### config.mk
export PLATFORM = sky130hd
export DESIGN_NAME = idu_decode_queue
export DESIGN_NICKNAME = d
export VERILOG_FILES = /design/src/rtl/idu_decode_queue_pkg.sv /design/src/rtl/idu_decode_queue_decoder.sv /design/src/rtl/idu_decode_queue.sv
export SDC_FILE = /design/constraint.sdc
export NUM_CORES = 1
export LEC_CHECK = 0
export ABC_CLOCK_PERIOD_IN_PS = 9200
export CAP_MARGIN = 40
export CORE_MARGIN = 5
export CORE_UTILIZATION = 44
export CTS_CLUSTER_DIAMETER = 60
export DETAILED_ROUTE_END_ITERATION = 10
export HOLD_SLACK_MARGIN = 0.15
export PLACE_DENSITY = 0.78
export SYNTH_ARGS = -nofsm -noshare
export SYNTH_HDL_FRONTEND = slang
export SYNTH_HIERARCHICAL = 1
export SYNTH_SLANG_ARGS = --single-unit
export TNS_END_PERCENT = 10
### constraint.sdc
create_clock -name clk -period 9.2 [get_ports clk]
set_input_delay 2.3 -clock clk [delete_from_list [all_inputs] [get_ports clk]]
set_output_delay 2.3 -clock clk [all_outputs]
set_load 0.005 [all_outputs]
### src/rtl/idu_decode_queue_pkg.sv
// idu_decode_queue_pkg: shared opcodes, ALU codes, operand-source enums and decoder control bundle
package idu_decode_queue_pkg;
  localparam logic [6:0] OP_LUI    = 7'b0110111;
  localparam logic [6:0] OP_AUIPC  = 7'b0010111;
  localparam logic [6:0] OP_JAL    = 7'b1101111;
  localparam logic [6:0] OP_JALR   = 7'b1100111;
  localparam logic [6:0] OP_BRANCH = 7'b1100011;
  localparam logic [6:0] OP_LOAD   = 7'b0000011;
  localparam logic [6:0] OP_STORE  = 7'b0100011;
  localparam logic [6:0] OP_ALU_I  = 7'b0010011;
  localparam logic [6:0] OP_ALU_R  = 7'b0110011;
  localparam logic [6:0] OP_SYSTEM = 7'b1110011;
  localparam logic [6:0] OP_FENCE  = 7'b0001111;
  localparam logic [3:0] ALU_ADD  = 4'h0;
  localparam logic [3:0] ALU_EQ   = 4'h9;
  localparam logic [3:0] ALU_NE   = 4'hA;
  localparam logic [3:0] ALU_LT   = 4'hB;
  localparam logic [3:0] ALU_GE   = 4'hC;
  localparam logic [3:0] ALU_LTU  = 4'hD;
  localparam logic [3:0] ALU_GEU  = 4'hE;
  localparam logic [3:0] ALU_NONE = 4'hF;
  typedef enum logic [1:0] {A_RS1 = 2'd0, A_PC = 2'd1, A_ZERO = 2'd2} alu_a_e;
  typedef enum logic [1:0] {B_RS2 = 2'd0, B_IMM = 2'd1, B_FOUR = 2'd2} alu_b_e;
  typedef struct packed {
    logic [4:0]  rs1;
    logic [4:0]  rs2;
    logic [4:0]  rd;
    logic        rs1_used;
    logic        rs2_used;
    logic [31:0] imm;
    logic [2:0]  func3;
    logic [3:0]  alu_op;
    alu_a_e      alu_a_src;
    alu_b_e      alu_b_src;
    logic        reg_write;
    logic        mem_read;
    logic        mem_write;
    logic        branch;
    logic        jal;
    logic        jalr;
    logic        zicsr;
    logic        ecall;
    logic        ebreak;
    logic        mret;
    logic        fence_i;
    logic        illegal;
  } idu_ctrl_t;
endpackage

### src/rtl/idu_decode_queue_decoder.sv
// idu_decoder: combinational RV32I/RV32E instruction to control-bundle decoder
// Ports: i_inst - instruction word; o_ctrl - register indices, use flags, immediate, ALU and class flags
module idu_decoder
  import idu_decode_queue_pkg::*;
#(
  parameter int NREG = 16
) (
  input  logic [31:0] i_inst,
  output idu_ctrl_t   o_ctrl
);
  localparam bit SMALL = NREG < 32;
  logic [2:0] w_f3;
  logic w_lui, w_auipc, w_jal, w_jalr, w_br, w_ld, w_st, w_alui, w_alur, w_sys, w_fence, w_csr;
  logic w_rw, w_r1, w_r2;
  logic [3:0] w_br_op;
  assign w_f3    = i_inst[14:12];
  assign w_lui   = i_inst[6:0] == OP_LUI;
  assign w_auipc = i_inst[6:0] == OP_AUIPC;
  assign w_jal   = i_inst[6:0] == OP_JAL;
  assign w_jalr  = i_inst[6:0] == OP_JALR;
  assign w_br    = i_inst[6:0] == OP_BRANCH;
  assign w_ld    = i_inst[6:0] == OP_LOAD;
  assign w_st    = i_inst[6:0] == OP_STORE;
  assign w_alui  = i_inst[6:0] == OP_ALU_I;
  assign w_alur  = i_inst[6:0] == OP_ALU_R;
  assign w_sys   = i_inst[6:0] == OP_SYSTEM;
  assign w_fence = i_inst[6:0] == OP_FENCE;
  assign w_csr   = w_sys & |w_f3;
  assign w_rw    = w_alur | w_ld | w_alui | w_jalr | w_lui | w_auipc | w_jal | w_csr;
  // csr*i forms carry a zero-extended immediate in the rs1 field, so rs1 is not read
  assign w_r1    = w_alur | w_st | w_br | w_ld | w_jalr | w_alui | (w_csr & ~i_inst[14]);
  assign w_r2    = w_alur | w_st | w_br;
  assign w_br_op = w_f3 == 3'd0 ? ALU_EQ  : w_f3 == 3'd1 ? ALU_NE  :
                   w_f3 == 3'd4 ? ALU_LT  : w_f3 == 3'd5 ? ALU_GE  :
                   w_f3 == 3'd6 ? ALU_LTU : w_f3 == 3'd7 ? ALU_GEU : ALU_NONE;
  always_comb begin
    o_ctrl = '0;
    o_ctrl.rs1       = i_inst[19:15];
    o_ctrl.rs2       = i_inst[24:20];
    o_ctrl.rd        = i_inst[11:7];
    o_ctrl.rs1_used  = w_r1;
    o_ctrl.rs2_used  = w_r2;
    o_ctrl.func3     = w_f3;
    o_ctrl.imm       = (w_ld | w_alui | w_jalr | w_csr) ? {{20{i_inst[31]}}, i_inst[31:20]} :
                       w_st ? {{20{i_inst[31]}}, i_inst[31:25], i_inst[11:7]} :
                       w_br ? {{19{i_inst[31]}}, i_inst[31], i_inst[7], i_inst[30:25], i_inst[11:8], 1'b0} :
                       (w_lui | w_auipc) ? {i_inst[31:12], 12'h000} :
                       w_jal ? {{11{i_inst[31]}}, i_inst[31], i_inst[19:12], i_inst[20], i_inst[30:21], 1'b0} : 32'h0;
    // immediate shifts reuse bit 30 to select SRAI; other ALU_I ops treat it as immediate data
    o_ctrl.alu_op    = w_alur ? {i_inst[30], w_f3} :
                       w_alui ? {(w_f3 == 3'd5) & i_inst[30], w_f3} :
                       w_br ? w_br_op :
                       (w_ld | w_st | w_lui | w_auipc | w_jal | w_jalr) ? ALU_ADD : ALU_NONE;
    o_ctrl.alu_a_src = (w_auipc | w_jal | w_jalr) ? A_PC : w_lui ? A_ZERO : A_RS1;
    o_ctrl.alu_b_src = (w_jal | w_jalr) ? B_FOUR : (w_alui | w_ld | w_st | w_lui | w_auipc) ? B_IMM : B_RS2;
    o_ctrl.reg_write = w_rw;
    o_ctrl.mem_read  = w_ld;
    o_ctrl.mem_write = w_st;
    o_ctrl.branch    = w_br;
    o_ctrl.jal       = w_jal;
    o_ctrl.jalr      = w_jalr;
    o_ctrl.zicsr     = w_csr;
    o_ctrl.ecall     = i_inst == 32'h0000_0073;
    o_ctrl.ebreak    = i_inst == 32'h0010_0073;
    o_ctrl.mret      = i_inst == 32'h3020_0073;
    o_ctrl.fence_i   = w_fence & (w_f3 == 3'd1);
    o_ctrl.illegal   = ~(w_lui | w_auipc | w_jal | w_jalr | w_br | w_ld | w_st | w_alui | w_alur | w_sys | w_fence) |
                       (SMALL & ((w_rw & i_inst[11]) | (w_r1 & i_inst[19]) | (w_r2 & i_inst[24])));
  end
endmodule

### src/rtl/idu_decode_queue.sv
// idu_decode_queue: DEPTH-entry IFU->EXU instruction queue with combinational decode of the head entry
// Ports: clk/rst (sync, active-low); in_valid/in_ready/inst_i/pc_i/pc_predict_i from IFU;
//        flush, raw_stall from hazard unit; out_valid/out_ready plus head fields and decode to EXU;
//        occupancy reports the current entry count
module idu_decode_queue
  import idu_decode_queue_pkg::*;
#(
  parameter int DEPTH = 2,
  parameter int NREG  = 16,
  parameter int XLEN  = 32
) (
  input  logic                     clk,
  input  logic                     rst,
  input  logic                     in_valid,
  output logic                     in_ready,
  input  logic [XLEN-1:0]          inst_i,
  input  logic [XLEN-1:0]          pc_i,
  input  logic [XLEN-1:0]          pc_predict_i,
  input  logic                     flush,
  input  logic                     raw_stall,
  output logic                     out_valid,
  input  logic                     out_ready,
  output logic [XLEN-1:0]          pc_o,
  output logic [XLEN-1:0]          pc_predict_o,
  output logic [XLEN-1:0]          inst_o,
  output logic [4:0]               rs1,
  output logic [4:0]               rs2,
  output logic [4:0]               rd,
  output logic                     rs1_used,
  output logic                     rs2_used,
  output logic [XLEN-1:0]          imm,
  output logic [2:0]               func3,
  output logic [3:0]               alu_op,
  output logic [1:0]               alu_a_src,
  output logic [1:0]               alu_b_src,
  output logic                     reg_write,
  output logic                     mem_read,
  output logic                     mem_write,
  output logic                     branch,
  output logic                     jal,
  output logic                     jalr,
  output logic                     zicsr,
  output logic                     ecall,
  output logic                     ebreak,
  output logic                     mret,
  output logic                     fence_i,
  output logic                     illegal,
  output logic [$clog2(DEPTH):0]   occupancy
);
  localparam int AW = DEPTH > 1 ? $clog2(DEPTH) : 1;
  localparam int CW = $clog2(DEPTH) + 1;
  logic [XLEN-1:0] r_pc [DEPTH];
  logic [XLEN-1:0] r_pp [DEPTH];
  logic [XLEN-1:0] r_inst [DEPTH];
  logic [AW-1:0] r_wr, r_rd, w_wr_nx, w_rd_nx;
  logic [CW-1:0] r_cnt;
  logic w_push, w_pop;
  idu_ctrl_t w_ctrl;
  assign in_ready  = r_cnt != CW'(DEPTH);
  assign out_valid = (r_cnt != '0) & ~raw_stall & ~flush;
  assign w_push    = in_valid & in_ready & ~flush;
  assign w_pop     = out_valid & out_ready;
  assign w_wr_nx   = r_wr == AW'(DEPTH - 1) ? '0 : r_wr + 1'b1;
  assign w_rd_nx   = r_rd == AW'(DEPTH - 1) ? '0 : r_rd + 1'b1;
  always_ff @(posedge clk) begin
    if (!rst) begin
      r_cnt <= '0;
      r_wr  <= '0;
      r_rd  <= '0;
      for (int k = 0; k < DEPTH; k++) begin
        r_pc[k]   <= '0;
        r_pp[k]   <= '0;
        r_inst[k] <= '0;
      end
    end else if (flush) begin
      r_cnt <= '0;
      r_rd  <= r_wr;
    end else begin
      if (w_push) begin
        r_pc[r_wr]   <= pc_i;
        r_pp[r_wr]   <= pc_predict_i;
        r_inst[r_wr] <= inst_i;
        r_wr         <= w_wr_nx;
      end
      if (w_pop) r_rd <= w_rd_nx;
      r_cnt <= r_cnt + CW'(w_push) - CW'(w_pop);
    end
  end
  idu_decoder #(.NREG(NREG)) u_dec (.i_inst(r_inst[r_rd]), .o_ctrl(w_ctrl));
  assign pc_o         = r_pc[r_rd];
  assign pc_predict_o = r_pp[r_rd];
  assign inst_o       = r_inst[r_rd];
  assign occupancy    = r_cnt;
  assign rs1          = w_ctrl.rs1;
  assign rs2          = w_ctrl.rs2;
  assign rd           = w_ctrl.rd;
  assign rs1_used     = w_ctrl.rs1_used;
  assign rs2_used     = w_ctrl.rs2_used;
  assign imm          = w_ctrl.imm;
  assign func3        = w_ctrl.func3;
  assign alu_op       = w_ctrl.alu_op;
  assign alu_a_src    = w_ctrl.alu_a_src;
  assign alu_b_src    = w_ctrl.alu_b_src;
  assign reg_write    = w_ctrl.reg_write;
  assign mem_read     = w_ctrl.mem_read;
  assign mem_write    = w_ctrl.mem_write;
  assign branch       = w_ctrl.branch;
  assign jal          = w_ctrl.jal;
  assign jalr         = w_ctrl.jalr;
  assign zicsr        = w_ctrl.zicsr;
  assign ecall        = w_ctrl.ecall;
  assign ebreak       = w_ctrl.ebreak;
  assign mret         = w_ctrl.mret;
  assign fence_i      = w_ctrl.fence_i;
  assign illegal      = w_ctrl.illegal;
endmodule
==> results.md <==
* sky130_fd_sc_hd__clkdlybuf4s50_1 — slowest library cell on the worst path
* 273 — PortBufs
* occupancy[0] — reg2reg start
* 0 — hold buffer count at CTS
* 197 — sink count of the clock tree
* 391 — violation count after the first detailed-route iteration
* 5 — count of TritonRoute iterations in the first routing pass
* 0 ns — TNS Setup
* 17 — Num CTS Buffers
* 9740 um^2 — Mapped Area
* 2 — WHS Path Cells
* 13.5 um^2 — Avg Synthesized Cell Area
* sky130_fd_sc_hd__clkdlybuf4s50_1 — most frequent cell on the critical path
* flip-flop to flip-flop — worst min-delay path class
* no — setup repair after global routing missed its margin
* complete, no violations — status
* sky130_fd_sc_hd__edfxtp_1 (192), sky130_fd_sc_hd__and2_1 (177), sky130_fd_sc_hd__mux2_2 (96), sky130_fd_sc_hd__nand2_1 (35), sky130_fd_sc_hd__buf_4 (29) — top post-synthesis cells by count
* 6.90 ns — required time at the worst-slack endpoint
* 159 um — x dimension of the die
* 167 MHz — f_max
* 3.19 ns — Post-Place Worst Slack
* 60 — count of different cell masters after synthesis
* 0.835 ns — transition time at the pin with the least slew margin
* 1,741 — count of fill cells added during filler insertion
* 6.00 ns — minimum clock period
* 54 — FP Rows
* 24,600 um — total length of routed wires
* 0 — DRC
* 6,735 — number of global-route vias before repair
* 44.6% — initial standard-cell utilization of the core
* 65.2% — Final period util
* 6,451 — via count
* 159 um — die height
* 3.70 ns — critical path arrival
* 0 — post-route ant nets
* 0 — final slew viol count
* 0 — Finish-stage setup viols
* 0.07 ns — clock-pin slew on the worst setup and hold paths
* 38,000 um — wire length of the first global-routing pass
* 0 — Ant. Diodes
* 25,200 um^2 — full die area
* 192 — number of enable flip-flop cells after synthesis
* primary input — startpoint types
* 0% — fraction of registers with async set/reset
* r_inst[1][23] — critical register-to-register path endpoint
* 4 — depth of the CTS H-tree
* 19.1% — GR Util All Layers
* 2 — buffer levels on the longest clock path
* 17,200 um — sum of net half-perimeters after detailed placement
* sky130_fd_sc_hd__edfxtp_1 (59%), sky130_fd_sc_hd__and2_1 (11%), sky130_fd_sc_hd__mux2_2 (11%) — main area contributors after synthesis
* 6.16 ns — register-to-register setup slack
* 7 — worst-path maximum fanout
* 0.43 ns — worst skew pair latency
* 0 — post-CTS setup buffer count
* 5 — number of cells on the worst reg-to-reg path
* built — clock tree from TritonCTS
* 160 nW/um^2 — Power Density
* clkdlybuf4s50_1 -> nor3_1 -> clkdlybuf4s50_1 — cell breakdown of the critical path
* occupancy[1] — hold wc startpoint
* 4.97 nW — leakage power
* 0 — Congestion Overflow GR
* 21,800 um^2 — standard cell core area
* output port — endpoint kind of the worst setup timing path
* 3.20 ns — final critical-path setup slack
* sky130_fd_sc_hd__edfxtp_1 — cell with the most instances after synthesis
* 0 — post-cts resize count
* 59.7% — Final Util
* 60.2% — portion of the post-synthesis area used by sequential elements
* 0.56 ns — Largest stage delay, worst path
* 1,059 — Net count, final
* occupancy[1] — Worst Hold Path EP
* primary input to output port — category of the most critical setup path
* 723 — count of mapped cells out of synthesis
* sky130_fd_sc_hd__edfxtp_1 — cell type contributing the most total cell area after synthesis
* 18.8% — share of final-layout standard cells stronger than drive strength 1
* 0.00871 ns — clk_skew
* 44.3% — Rel. slew slack
* 19.7 um — routed wire length per instance
* 59.2% — proportion of netlist area held by the largest area contributor
* 5.17 — post-DR vias/cell
* 0.907 — global placer's final weighted congestion
* 827 — number of nets produced by synthesis
* sky130_fd_sc_hd__clkbuf_16 — root cell of the clock tree
* sky130_fd_sc_hd__edfxtp_1 — predominant post-synthesis flop cell
* 197 — post-synthesis register bit count
* 274 — # IOs
* 76 — maximum number of pins on one net before global-route repair
* 6 — yosys synthesis warning count
* 0.120 mV — peak supply drop
* 1 — initial antenna violation count
* 0 — number of hold violations in the final report
* 33.8% — synthesis-to-layout area growth
* 2.09 mW — total power
* 0 — count of maximum capacitance violations
-- final cells by class --
cell class | instances | area [um^2] | area share, %
timing repair buffer | 282 | 2840 | 21.8
multi-input combinational | 447 | 3370 | 25.8
clock buffer | 18 | 429 | 3.29
sequential | 197 | 5870 | 45.0
clock inverter | 14 | 141 | 1.08
inverter | 10 | 37.5 | 0.288
tap | 280 | 350 | 2.69
-- through the flow --
stage,cell area (um^2),hold slack [ns],cells
final,13000,0.584,1248
after floorplan,9740,0.542,723
after CTS,13000,0.589,1248
after detailed placement,12500,0.572,1216
after global placement,12400,0.570,1212
after global routing,13000,0.605,1248
-- how the worst max path moves through the flow --
| stage | startpoint | to | slack (ns) |
|---|---|---|---|
| after floorplan | flush | r_inst[0][0] | 1.88 |
| after global placement | flush | out_valid | 3.19 |
| after detailed placement | flush | out_valid | 3.19 |
| after CTS | flush | out_valid | 3.19 |
| after global routing | flip-flop | imm[26] | 3.02 |
| final | flush | out_valid | 3.20 |
-- routing by layer --
metal / vias up / GRT usage [%] / part of all wire [%]
met1: 3128 / 23.0 / 40
met4: 2 / 6.02 / 2.2
met2: 278 / 32.9 / 51
met3: 31 / 5.73 / 7.5
li1: 3012 / - / -
met5: - / 0 / 0.053
-- report_power, final --
| group | internal, mW | switching [mW] |
|---|---|---|
| Combinational | 0.181 | 0.139 |
| Clock | 0.362 | 0.356 |
| Sequential | 1.03 | 0.0153 |
-- registers in the layout (all words and copies together) (netlist names), named ones only --
name	cells
r_pc	64
r_inst	64
r_rd	1
occupancy	2
r_wr	1
r_pp	64
-- critical path: cells and delay by family --
family / cells / cell delay (ns)
buffers and inverters: 2 / 1.12
AND/OR/NAND/NOR: 1 / 0.28
-- placed cells by master (no fill, tap or decap), types with 3 or more instances in the layout --
| master | netlist | routed |
|---|---|---|
| sky130_fd_sc_hd__inv_1 | 10 | 10 |
| sky130_fd_sc_hd__and2_1 | 177 | 177 |
| sky130_fd_sc_hd__nor2_1 | 14 | 14 |
| sky130_fd_sc_hd__dfxtp_1 | 5 | 4 |
| sky130_fd_sc_hd__nor4_1 | 12 | 11 |
| sky130_fd_sc_hd__nand2b_1 | 5 | 4 |
| sky130_fd_sc_hd__clkbuf_16 | 0 | 17 |
| sky130_fd_sc_hd__inv_8 | 0 | 5 |
| sky130_fd_sc_hd__a21oi_1 | 4 | 4 |
| sky130_fd_sc_hd__and2_4 | 23 | 23 |
| sky130_fd_sc_hd__clkdlybuf4s50_1 | 0 | 273 |
| sky130_fd_sc_hd__nand3b_1 | 3 | 3 |
| sky130_fd_sc_hd__nor3_1 | 8 | 8 |
| sky130_fd_sc_hd__nor2b_1 | 3 | 3 |
| sky130_fd_sc_hd__a21o_1 | 8 | 8 |
| sky130_fd_sc_hd__nand2_1 | 35 | 35 |
| sky130_fd_sc_hd__o21ai_0 | 12 | 11 |
| sky130_fd_sc_hd__and3_1 | 3 | 3 |
| sky130_fd_sc_hd__edfxtp_1 | 192 | 192 |
| sky130_fd_sc_hd__mux2_2 | 96 | 96 |
| sky130_fd_sc_hd__buf_4 | 29 | 6 |
| sky130_fd_sc_hd__a22o_1 | 4 | 4 |
| sky130_fd_sc_hd__clkinv_4 | 0 | 3 |
-- logic make-up (layout without fill, tap and decap cells) --
| kind of cell | after synthesis | count (layout) | share of synthesized area [%] |
|---|---|---|---|
| simple gates | 303 | 303 | 19.2 |
| flops | 197 | 197 | 60.2 |
| mux | 96 | 96 | 11.1 |
| buf+inv | 79 | 324 | 5.49 |
| compound gates | 45 | 45 | 3.60 |
| fa+ha+maj | 2 | 2 | 0.257 |
| xor+xnor | 1 | 1 | 0.0900 |
No activity file was read; power rests on OpenSTA's default activity.
